--- src/rtl/regbank_pkg.sv ---
// Shared types and constants for the 8x8-bit register bank, its write-back front end
// and the issue logic that queries it.
package regbank_pkg;

    localparam int unsigned ADDR_W   = 3;
    localparam int unsigned DATA_W   = 8;
    localparam int unsigned NUM_REGS = 2 ** ADDR_W;

    typedef struct packed {
        logic [ADDR_W-1:0] addr;
        logic [DATA_W-1:0] data;
    } wb_entry_t;

endpackage

--- src/rtl/wb_fifo.sv ---
// In-order write-back buffer of wb_entry_t. Exposes its raw storage and a per-slot valid
// vector so the parent can run an associative forwarding search.
module wb_fifo
    import regbank_pkg::*;
#(
    parameter int unsigned DEPTH = 4,
    localparam int unsigned PTR_W = $clog2(DEPTH),
    localparam int unsigned CNT_W = $clog2(DEPTH + 1)
) (
    input  logic                  clk_i,
    input  logic                  rst_i,
    input  logic                  flush_i,
    input  logic                  push_i,
    input  logic                  pop_i,
    input  wb_entry_t             din_i,
    output wb_entry_t             head_o,
    output wb_entry_t [DEPTH-1:0] entries_o,
    output logic      [DEPTH-1:0] slot_valid_o,
    output logic      [PTR_W-1:0] rd_ptr_o,
    output logic      [CNT_W-1:0] count_o,
    output logic                  empty_o
);

    wb_entry_t [DEPTH-1:0] mem_q;
    logic      [PTR_W-1:0] rd_ptr_q;
    logic      [PTR_W-1:0] wr_ptr_q;
    logic      [CNT_W-1:0] count_q;
    logic      [PTR_W-1:0] slot_off;

    always_ff @(posedge clk_i) begin
        if (rst_i || flush_i) begin
            rd_ptr_q <= '0;
            wr_ptr_q <= '0;
            count_q  <= '0;
        end else begin
            if (push_i) begin
                wr_ptr_q <= wr_ptr_q + PTR_W'(1);
            end
            if (pop_i) begin
                rd_ptr_q <= rd_ptr_q + PTR_W'(1);
            end
            if (push_i && !pop_i) begin
                count_q <= count_q + CNT_W'(1);
            end else if (!push_i && pop_i) begin
                count_q <= count_q - CNT_W'(1);
            end
        end
    end

    // Storage needs no reset: slot_valid masks every stale slot.
    always_ff @(posedge clk_i) begin
        if (push_i && !rst_i && !flush_i) begin
            mem_q[wr_ptr_q] <= din_i;
        end
    end

    // A slot is live when its distance from the read pointer is below the fill count.
    always_comb begin
        slot_off     = '0;
        slot_valid_o = '0;
        for (int unsigned i = 0; i < DEPTH; i++) begin
            slot_off        = PTR_W'(i) - rd_ptr_q;
            slot_valid_o[i] = CNT_W'(slot_off) < count_q;
        end
    end

    assign head_o    = mem_q[rd_ptr_q];
    assign entries_o = mem_q;
    assign rd_ptr_o  = rd_ptr_q;
    assign count_o   = count_q;
    assign empty_o   = (count_q == '0);

endmodule

--- src/rtl/regbank_writeback.sv ---
// Write-side front end of the register bank: buffers results, drains one write per cycle,
// and publishes a per-register busy scoreboard plus two forwarding lookup ports.
module regbank_writeback
    import regbank_pkg::wb_entry_t;
#(
    parameter int unsigned DEPTH  = 4,
    parameter int unsigned DATA_W = regbank_pkg::DATA_W,
    parameter int unsigned ADDR_W = regbank_pkg::ADDR_W,
    localparam int unsigned NUM_REGS = 2 ** ADDR_W,
    localparam int unsigned PTR_W    = $clog2(DEPTH),
    localparam int unsigned CNT_W    = $clog2(DEPTH + 1)
) (
    input  logic                clk,
    input  logic                rst,
    input  logic                flush,
    input  logic                res_valid,
    output logic                res_ready,
    input  logic [ADDR_W-1:0]   res_addr,
    input  logic [DATA_W-1:0]   res_data,
    input  logic                wb_stall,
    output logic                wr_en,
    output logic [ADDR_W-1:0]   wr_addr,
    output logic [DATA_W-1:0]   wr_data,
    output logic [NUM_REGS-1:0] busy,
    input  logic [ADDR_W-1:0]   q_addr1,
    output logic                q_hit1,
    output logic [DATA_W-1:0]   q_data1,
    input  logic [ADDR_W-1:0]   q_addr2,
    output logic                q_hit2,
    output logic [DATA_W-1:0]   q_data2
);

    wb_entry_t             fifo_din;
    wb_entry_t             fifo_head;
    wb_entry_t [DEPTH-1:0] fifo_entries;
    logic      [DEPTH-1:0] fifo_valid;
    logic      [PTR_W-1:0] fifo_rd_ptr;
    logic      [CNT_W-1:0] fifo_count;
    logic                  fifo_empty;
    logic                  push;
    logic                  pop;
    logic      [PTR_W-1:0] fwd_idx;
    logic      [CNT_W-1:0] cnt_q [NUM_REGS];
    logic      [CNT_W-1:0] cnt_d [NUM_REGS];

    // Full is judged on the registered count only, so a same-cycle pop never frees a slot.
    assign res_ready = !rst && !flush && (fifo_count != CNT_W'(DEPTH));
    assign push      = res_valid && res_ready;
    assign wr_en     = !fifo_empty && !wb_stall && !rst && !flush;
    assign pop       = wr_en;
    assign fifo_din  = '{addr: res_addr, data: res_data};
    assign wr_addr   = (fifo_empty || rst) ? '0 : fifo_head.addr;
    assign wr_data   = (fifo_empty || rst) ? '0 : fifo_head.data;

    wb_fifo #(
        .DEPTH(DEPTH)
    ) u_fifo (
        .clk_i       (clk),
        .rst_i       (rst),
        .flush_i     (flush),
        .push_i      (push),
        .pop_i       (pop),
        .din_i       (fifo_din),
        .head_o      (fifo_head),
        .entries_o   (fifo_entries),
        .slot_valid_o(fifo_valid),
        .rd_ptr_o    (fifo_rd_ptr),
        .count_o     (fifo_count),
        .empty_o     (fifo_empty)
    );

    // Push and pop to the same register cancel out.
    always_comb begin
        for (int unsigned r = 0; r < NUM_REGS; r++) begin
            cnt_d[r] = cnt_q[r];
            if (push && (res_addr == ADDR_W'(r))) begin
                cnt_d[r] = cnt_d[r] + CNT_W'(1);
            end
            if (pop && (fifo_head.addr == ADDR_W'(r))) begin
                cnt_d[r] = cnt_d[r] - CNT_W'(1);
            end
        end
    end

    always_ff @(posedge clk) begin
        if (rst || flush) begin
            for (int unsigned r = 0; r < NUM_REGS; r++) begin
                cnt_q[r] <= '0;
            end
        end else begin
            cnt_q <= cnt_d;
        end
    end

    always_comb begin
        for (int unsigned r = 0; r < NUM_REGS; r++) begin
            busy[r] = !rst && (cnt_q[r] != '0);
        end
    end

    // Scan oldest to youngest so the last match, the youngest write, wins.
    always_comb begin
        q_hit1  = 1'b0;
        q_data1 = '0;
        q_hit2  = 1'b0;
        q_data2 = '0;
        fwd_idx = '0;
        if (!rst) begin
            for (int unsigned i = 0; i < DEPTH; i++) begin
                fwd_idx = fifo_rd_ptr + PTR_W'(i);
                if (fifo_valid[fwd_idx] && (fifo_entries[fwd_idx].addr == q_addr1)) begin
                    q_hit1  = 1'b1;
                    q_data1 = fifo_entries[fwd_idx].data;
                end
                if (fifo_valid[fwd_idx] && (fifo_entries[fwd_idx].addr == q_addr2)) begin
                    q_hit2  = 1'b1;
                    q_data2 = fifo_entries[fwd_idx].data;
                end
            end
        end
    end

endmodule

--- config.mk ---
export PLATFORM = sky130hd
export DESIGN_NAME = regbank_writeback
export DESIGN_NICKNAME = d
export VERILOG_FILES = /design/src/rtl/regbank_pkg.sv /design/src/rtl/wb_fifo.sv /design/src/rtl/regbank_writeback.sv
export SDC_FILE = /design/constraint.sdc
export NUM_CORES = 1
export LEC_CHECK = 0
export CAP_MARGIN = 15
export CORE_ASPECT_RATIO = 0.6
export CORE_MARGIN = 2
export CORE_UTILIZATION = 43
export DETAILED_ROUTE_END_ITERATION = 12
export PLACE_DENSITY = 0.66
export SLEW_MARGIN = 5
export SYNTH_ARGS = -nofsm -noshare
export SYNTH_HDL_FRONTEND = slang
export SYNTH_HIERARCHICAL = 1
export SYNTH_SLANG_ARGS = --single-unit
--- constraint.sdc ---
create_clock -name clk -period 4.1 [get_ports clk]
set_clock_uncertainty 0.1 [all_clocks]
set_input_delay 0.615 -clock clk [delete_from_list [all_inputs] [get_ports clk]]
set_output_delay 0.615 -clock clk [all_outputs]
set_load 0.05 [all_outputs]
# After elaboration in Yosys (flattened, before gate mapping)
# Cells that the tools add are included.
word_totals:
  ff_bits: 75
  input_bits: 22
  out_inout_bits: 39
  elab_cells: 200
classes:
  add_sub_neg: 26
  n_lt_le_gt_ge: 10
  eq_ne: 23
  mux: 59
  reduce_logical: 63
ops:
  columns: ["operator", "n"]
  rows:
  - ["binary-select mux 11 bit (select 2 bit)", 4]
  - ["two-way mux 8 bit", 11]
  - ["two-way mux 3 bit", 19]
  - ["two-way mux 11 bit", 5]
  - ["bitwise mux 44 bit", 1]
  - ["logical AND 1 bit", 43]
  - ["adder 3 x 1 -> 3 bit (second input constant)", 9]
  - ["subtractor 3 x 1 -> 3 bit (second input constant)", 9]
  - ["== test 3 bit", 8]
  - ["== test 3 bit (second input constant)", 8]
  - ["nonzero test 3 bit", 8]
  - ["demux 11 bit (select 2 bit)", 1]
  - ["less-than comparator 2 x 3 -> 1 bit (second input constant)", 5]
  - ["two-way mux 1 bit", 14]
  - ["== test 3 x 2 -> 1 bit (second input constant)", 4]
  - ["less-than comparator 2 x 3 -> 1 bit", 4]
  - ["zero test 3 bit", 3]
  - ["binary-select mux 1 bit (select 2 bit)", 4]
  - ["== test 3 x 1 -> 1 bit (second input constant)", 2]
  - ["zero test 1 bit", 6]
  - ["adder 2 x 1 -> 2 bit (second input constant)", 2]
  - ["adder 2 bit (second input constant)", 2]
  - ["subtractor 1 x 2 -> 2 bit (first input constant)", 2]
  - ["subtractor 2 bit (first input constant)", 2]
  - ["4 further kinds", 5]

# Logic depth before layout (Yosys ltp)
logic_depth:
  depth_word: 10
  depth_mapped: 13
  ltp_nobuf: 10

# Hierarchy
# The synthesis kept the hierarchy.
modules_own_cells:
  columns: ["mod", "n_inst", "cells_per_inst", "area_per_inst_um2"]
  rows:
  - ["regbank_writeback", 1, 489, 3844.9]
  - ["wb_fifo", 1, 118, 2142.1]

# Least setup slack after synthesis
# Ideal clock, no wire load.
synth_path:
  path_kind: "register to output"
  from: "reg u_fifo.rd_ptr_q[0] (netlist: u_fifo/rd_ptr_o[0])"
  to: "out q_data2[0]"
  arrival_ns: 3.677
  t_required_ns: 3.385
  setup_slack_ns: -0.292
  path_stages_with_launch: 14
  n_path_buf: 3
  cell_sequence: "dfxtp_1 -> buf_6 -> buf_12 -> xnor2_1 -> inv_1 -> ha_1 -> a21oi_1 -> or2_2 -> mux4_1 -> nand4_1 -> buf_4 -> mux2i_1 -> a21oi_1 -> nor3_1"
synth_via:
  elab_chain_len: 10
  word_cells_on_any_way: 40
  classes_between: "add/sub: 7; order compare: 4; eq/ne: 4; mux: 21; reduce/logical: 4"
synth_lines:
  columns: ["item", "line", "rtl"]
  rows:
  - ["start: declaration", "wb_fifo.sv:25", "logic [PTR_W-1:0] rd_ptr_q;"]
  - ["start signal: assignment", "wb_fifo.sv:40", "rd_ptr_q <= rd_ptr_q + PTR_W'(1);"]
  - ["subtractor 1 x 2 -> 2 bit (*)", "wb_fifo.sv:62", "slot_off = PTR_W'(i) - rd_ptr_q;"]
  - ["less-than comparator 2 x 3 -> 1 bit (*)", "wb_fifo.sv:63", "slot_valid_o[i] = CNT_W'(slot_off) < count_q;"]
  - ["net fifo_valid[0]", "regbank_writeback.sv:36", "logic [DEPTH-1:0] fifo_valid;"]
  - ["binary-select mux 1 bit (select 2 bit)", "regbank_writeback.sv:115", "if (fifo_valid[fwd_idx] && (fifo_entries[fwd_idx].addr == q_addr2)) begin"]
  - ["two-way mux 1 bit (not written as such)", "regbank_writeback.sv:115", null]
  - ["logical AND 1 bit", "regbank_writeback.sv:115", null]
  - ["two-way mux 8 bit (3 in series)", "regbank_writeback.sv:115", null]
  - ["two-way mux 8 bit (*)", "regbank_writeback.sv:115", null]
  - ["two-way mux 8 bit (*)", "regbank_writeback.sv:108", "if (!rst) begin"]
  - ["end: declaration", "regbank_writeback.sv:30", "output logic [DATA_W-1:0] q_data2"]
# The timed path passes the listed nets; every way through them passes the cells marked *. The select of a mux whose other input is x is not followed.

# Final worst setup path
layout_path:
  from: "reg u_fifo.rd_ptr_q[1] (netlist: u_fifo/rd_ptr_o[1])"
  to: "out q_data2[3]"
# Same word-level chain as after synthesis.

==> key figures <==
Clocking
  • Clk sinks: 75
  • Clk slew on worst S/H paths: 60 ps
  • Root Driver: clkbuf_16
  • H-tree levels: 3
  • CTS tree: done
  • Clk buf depth: 2
  • Post-CTS Setup Bufs: 0
  • Hold Buf Count CTS: 0
  • Total CTS buffers: 9
  • Worst-Skew Late Latency: 340 ps

Timing
  • Part of the cycle the worst path needs: 0.963
  • Worst-margin pin slew: 807 ps
  • RSZ-0062 raised after global routing: false
  • Max-slew headroom: 0.460
  • WHS: 477 ps
  • Fmax: 253 MHz
  • Final setup viols: 0
  • Post-route minimum period: 3950 ps
  • Final hold viol count: 0
  • Setup TNS: 0 ps
  • Pins Over Slew Limit: 0

Global route
  • GR Overflow Total: 0
  • Largest net degree at the start of global routing: 61
  • Vias in the first global route: 4617
  • Initial antenna violation count: 0
  • GR Util All Layers: 0.200
  • First-pass GRT wire length: 23100 um

Synth
  • Ys flop type: edfxtp_1
  • Netlist cell types: 54
  • Yosys warns: 6
  • Mux cell area share after synthesis: 0.205
  • Number of flops mapped to enable cells by yosys: 44
  • Syn Nets: 663
  • Mapped cell area: 5990 sq um
  • Post-synthesis simple-gate area fraction: 0.178
  • Synthesized area per cell: 9.86 sq um
  • Synth Instances: 607
  • Ys async rst share: 0
  • Largest family of logic cells by synthesized area: multiplexers
  • XOR/XNOR Fraction of Synth Area: 0.0803
  • #FFs+latches synth: 75
  • Adder-Cell Fraction of Synth Area: 0.0723
  • Post-synthesis sequential area ratio: 0.324
  • Synth Area in Compound Gates: 0.0817

Floorplan
  • Die W: 156 um
  • Ports: 61
  • Die Y: 95.4 um
  • Initial Utilization: 0.439
  • Core Area: 13600 sq um
  • Cell Rows: 33
  • Die ar.: 14900 sq um

Final layout
  • Commonest non-fill, non-tap cell in the layout: nor2_1
  • Layout cells sized above 1: 0.167
  • Fillers: 1180
  • Commonest cells after routing, fill and taps aside: nor2_1 (62), nand2_1 (60), xnor2_1 (51)
  • # nets final: 703
  • Area Growth Syn to Fin: 21.3%

Place
  • Dpl hpwl: 10900 um
  • Number of port buffers: 60
  • Final GP Congestion: 0.845

Drt
  • Final WL: 14100 um
  • Via count: 4721
  • 1st-pass router iterations: 5
  • Drt drc: 0
  • DR WL/cell: 17.0 um
  • Vias per cell: 5.71
  • DRT antenna net count: 0
  • Drt initial violations: 275

Power
  • LEAKAGE: 0.00254 uW
  • Power Density: 239 nW/um^2
  • Maximum vdd ir drop: 0.212 mV

Setup path
  • WP data arrival: 3230 ps
  • Worst Path Max Fanout: 11
  • Setup crit start kind: register
  • Critical Path RT: 3380 ps
  • Crit end category: output port
  • Critical path type: reg -> out

Worst hold path
  • Hold crit path type: reg -> reg

Outcome
  • Status: finished, final reports clean

Job
  • Max-Cap Viols: 0
## repair_timing
item	4_1_cts	5_1_grt
endpoints found under the setup margin	1	5
pin swaps	0	1
resized for setup	1	2
cloned	0	0
## layout make-up
cell class	instances	area, sq um	share of cell area
Clock buffer	10	229	0.0315
Timing Repair Buffer	68	938	0.129
Multi-Input combinational cell	456	3740	0.514
Inverter	37	139	0.0191
Antenna cell	1	2.50	0.000344
Clock inverter	5	55.1	0.00758
Tap cell	175	219	0.0301
Sequential cell	75	1950	0.268
## through the flow
stage	instances	setup WS, ps	cell area (sq um)	util	total power [uW]
after floorplan	607	125	6030	-	922
after global placement	811	485	6970	0.511	991
after detailed placement	811	366	6970	0.511	995
after CTS	826	108	7260	0.533	1750
after global routing	826	0.294	7260	0.533	1800
final	827	154	7260	0.533	1730
## report_power, final
group	switching, uW	internal (uW)	total (uW)
logic	99.8	76.7	177
registers	3.41	800	803
clock network	289	465	754
## Yosys cell counts (18+ instances only)
cell type / number / area (sq um)
ha_1: 33 / 413
a21oi_1: 26 / 130
nand2_1: 60 / 225
mux2i_1: 35 / 350
edfxtp_1: 44 / 1320
nor2_1: 62 / 233
clkbuf_1: 18 / 67.6
o21ai_0: 23 / 115
inv_1: 37 / 139
mux2_2: 19 / 214
dfxtp_1: 31 / 621
xnor2_1: 51 / 447
## path summary, 6_finish.rpt
| path | end | slack, ps | depth (start not counted) | start |
|---|---|---|---|---|
| min | u_fifo/wr_ptr_q[0] | 480 | 2 | u_fifo/wr_ptr_q[0] |
| max reg2reg | u_fifo/count_o[2] | 960 | 10 | u_fifo/count_o[0] |
| min reg2reg | u_fifo/wr_ptr_q[0] | 480 | 2 | u_fifo/wr_ptr_q[0] |
| max | q_data2[3] | 150 | 12 | u_fifo/rd_ptr_o[1] |
## metal layers
metal | vias up | track usage | wire length (um)
met3 | 19 | 0.0386 | 714
met5 | - | 0 | 0
met4 | 0 | 0.0581 | 197
li1 | 2252 | - | -
met1 | 2328 | 0.267 | 6520
met2 | 122 | 0.333 | 6660
## kinds of logic (layout without fill, tap and decap cells)
logic type	count (synthesis)	after routing
AOI/OAI and AO/OA	78	78
xor gates and xnor gates	54	54
adders and majority gates	34	34
buffers and inverters	76	120
DFF	75	75
muxes	81	81
other	0	1
and+or+nand+nor	209	209
## worst max-delay path, stage by stage, from the launching register on
cell	delay, ps
dfxtp_2	330
xnor2_1	210
inv_1	70
ha_1	270
a21oi_1	60
or2_2	310
mux4_1	560
nand4_1	110
buf_4	230
mux2i_1	220
a21oi_1	100
nor3_2	250
buf_12	170
## flip-flops by register name (all words and copies together), names as in the netlist
signal / flops
u_fifo/wr_ptr_q: 2
u_fifo/count_o: 3
cnt_q: 24
u_fifo/rd_ptr_o: 2
u_fifo/entries_o: 44
(Power assumes the default switching activity.)
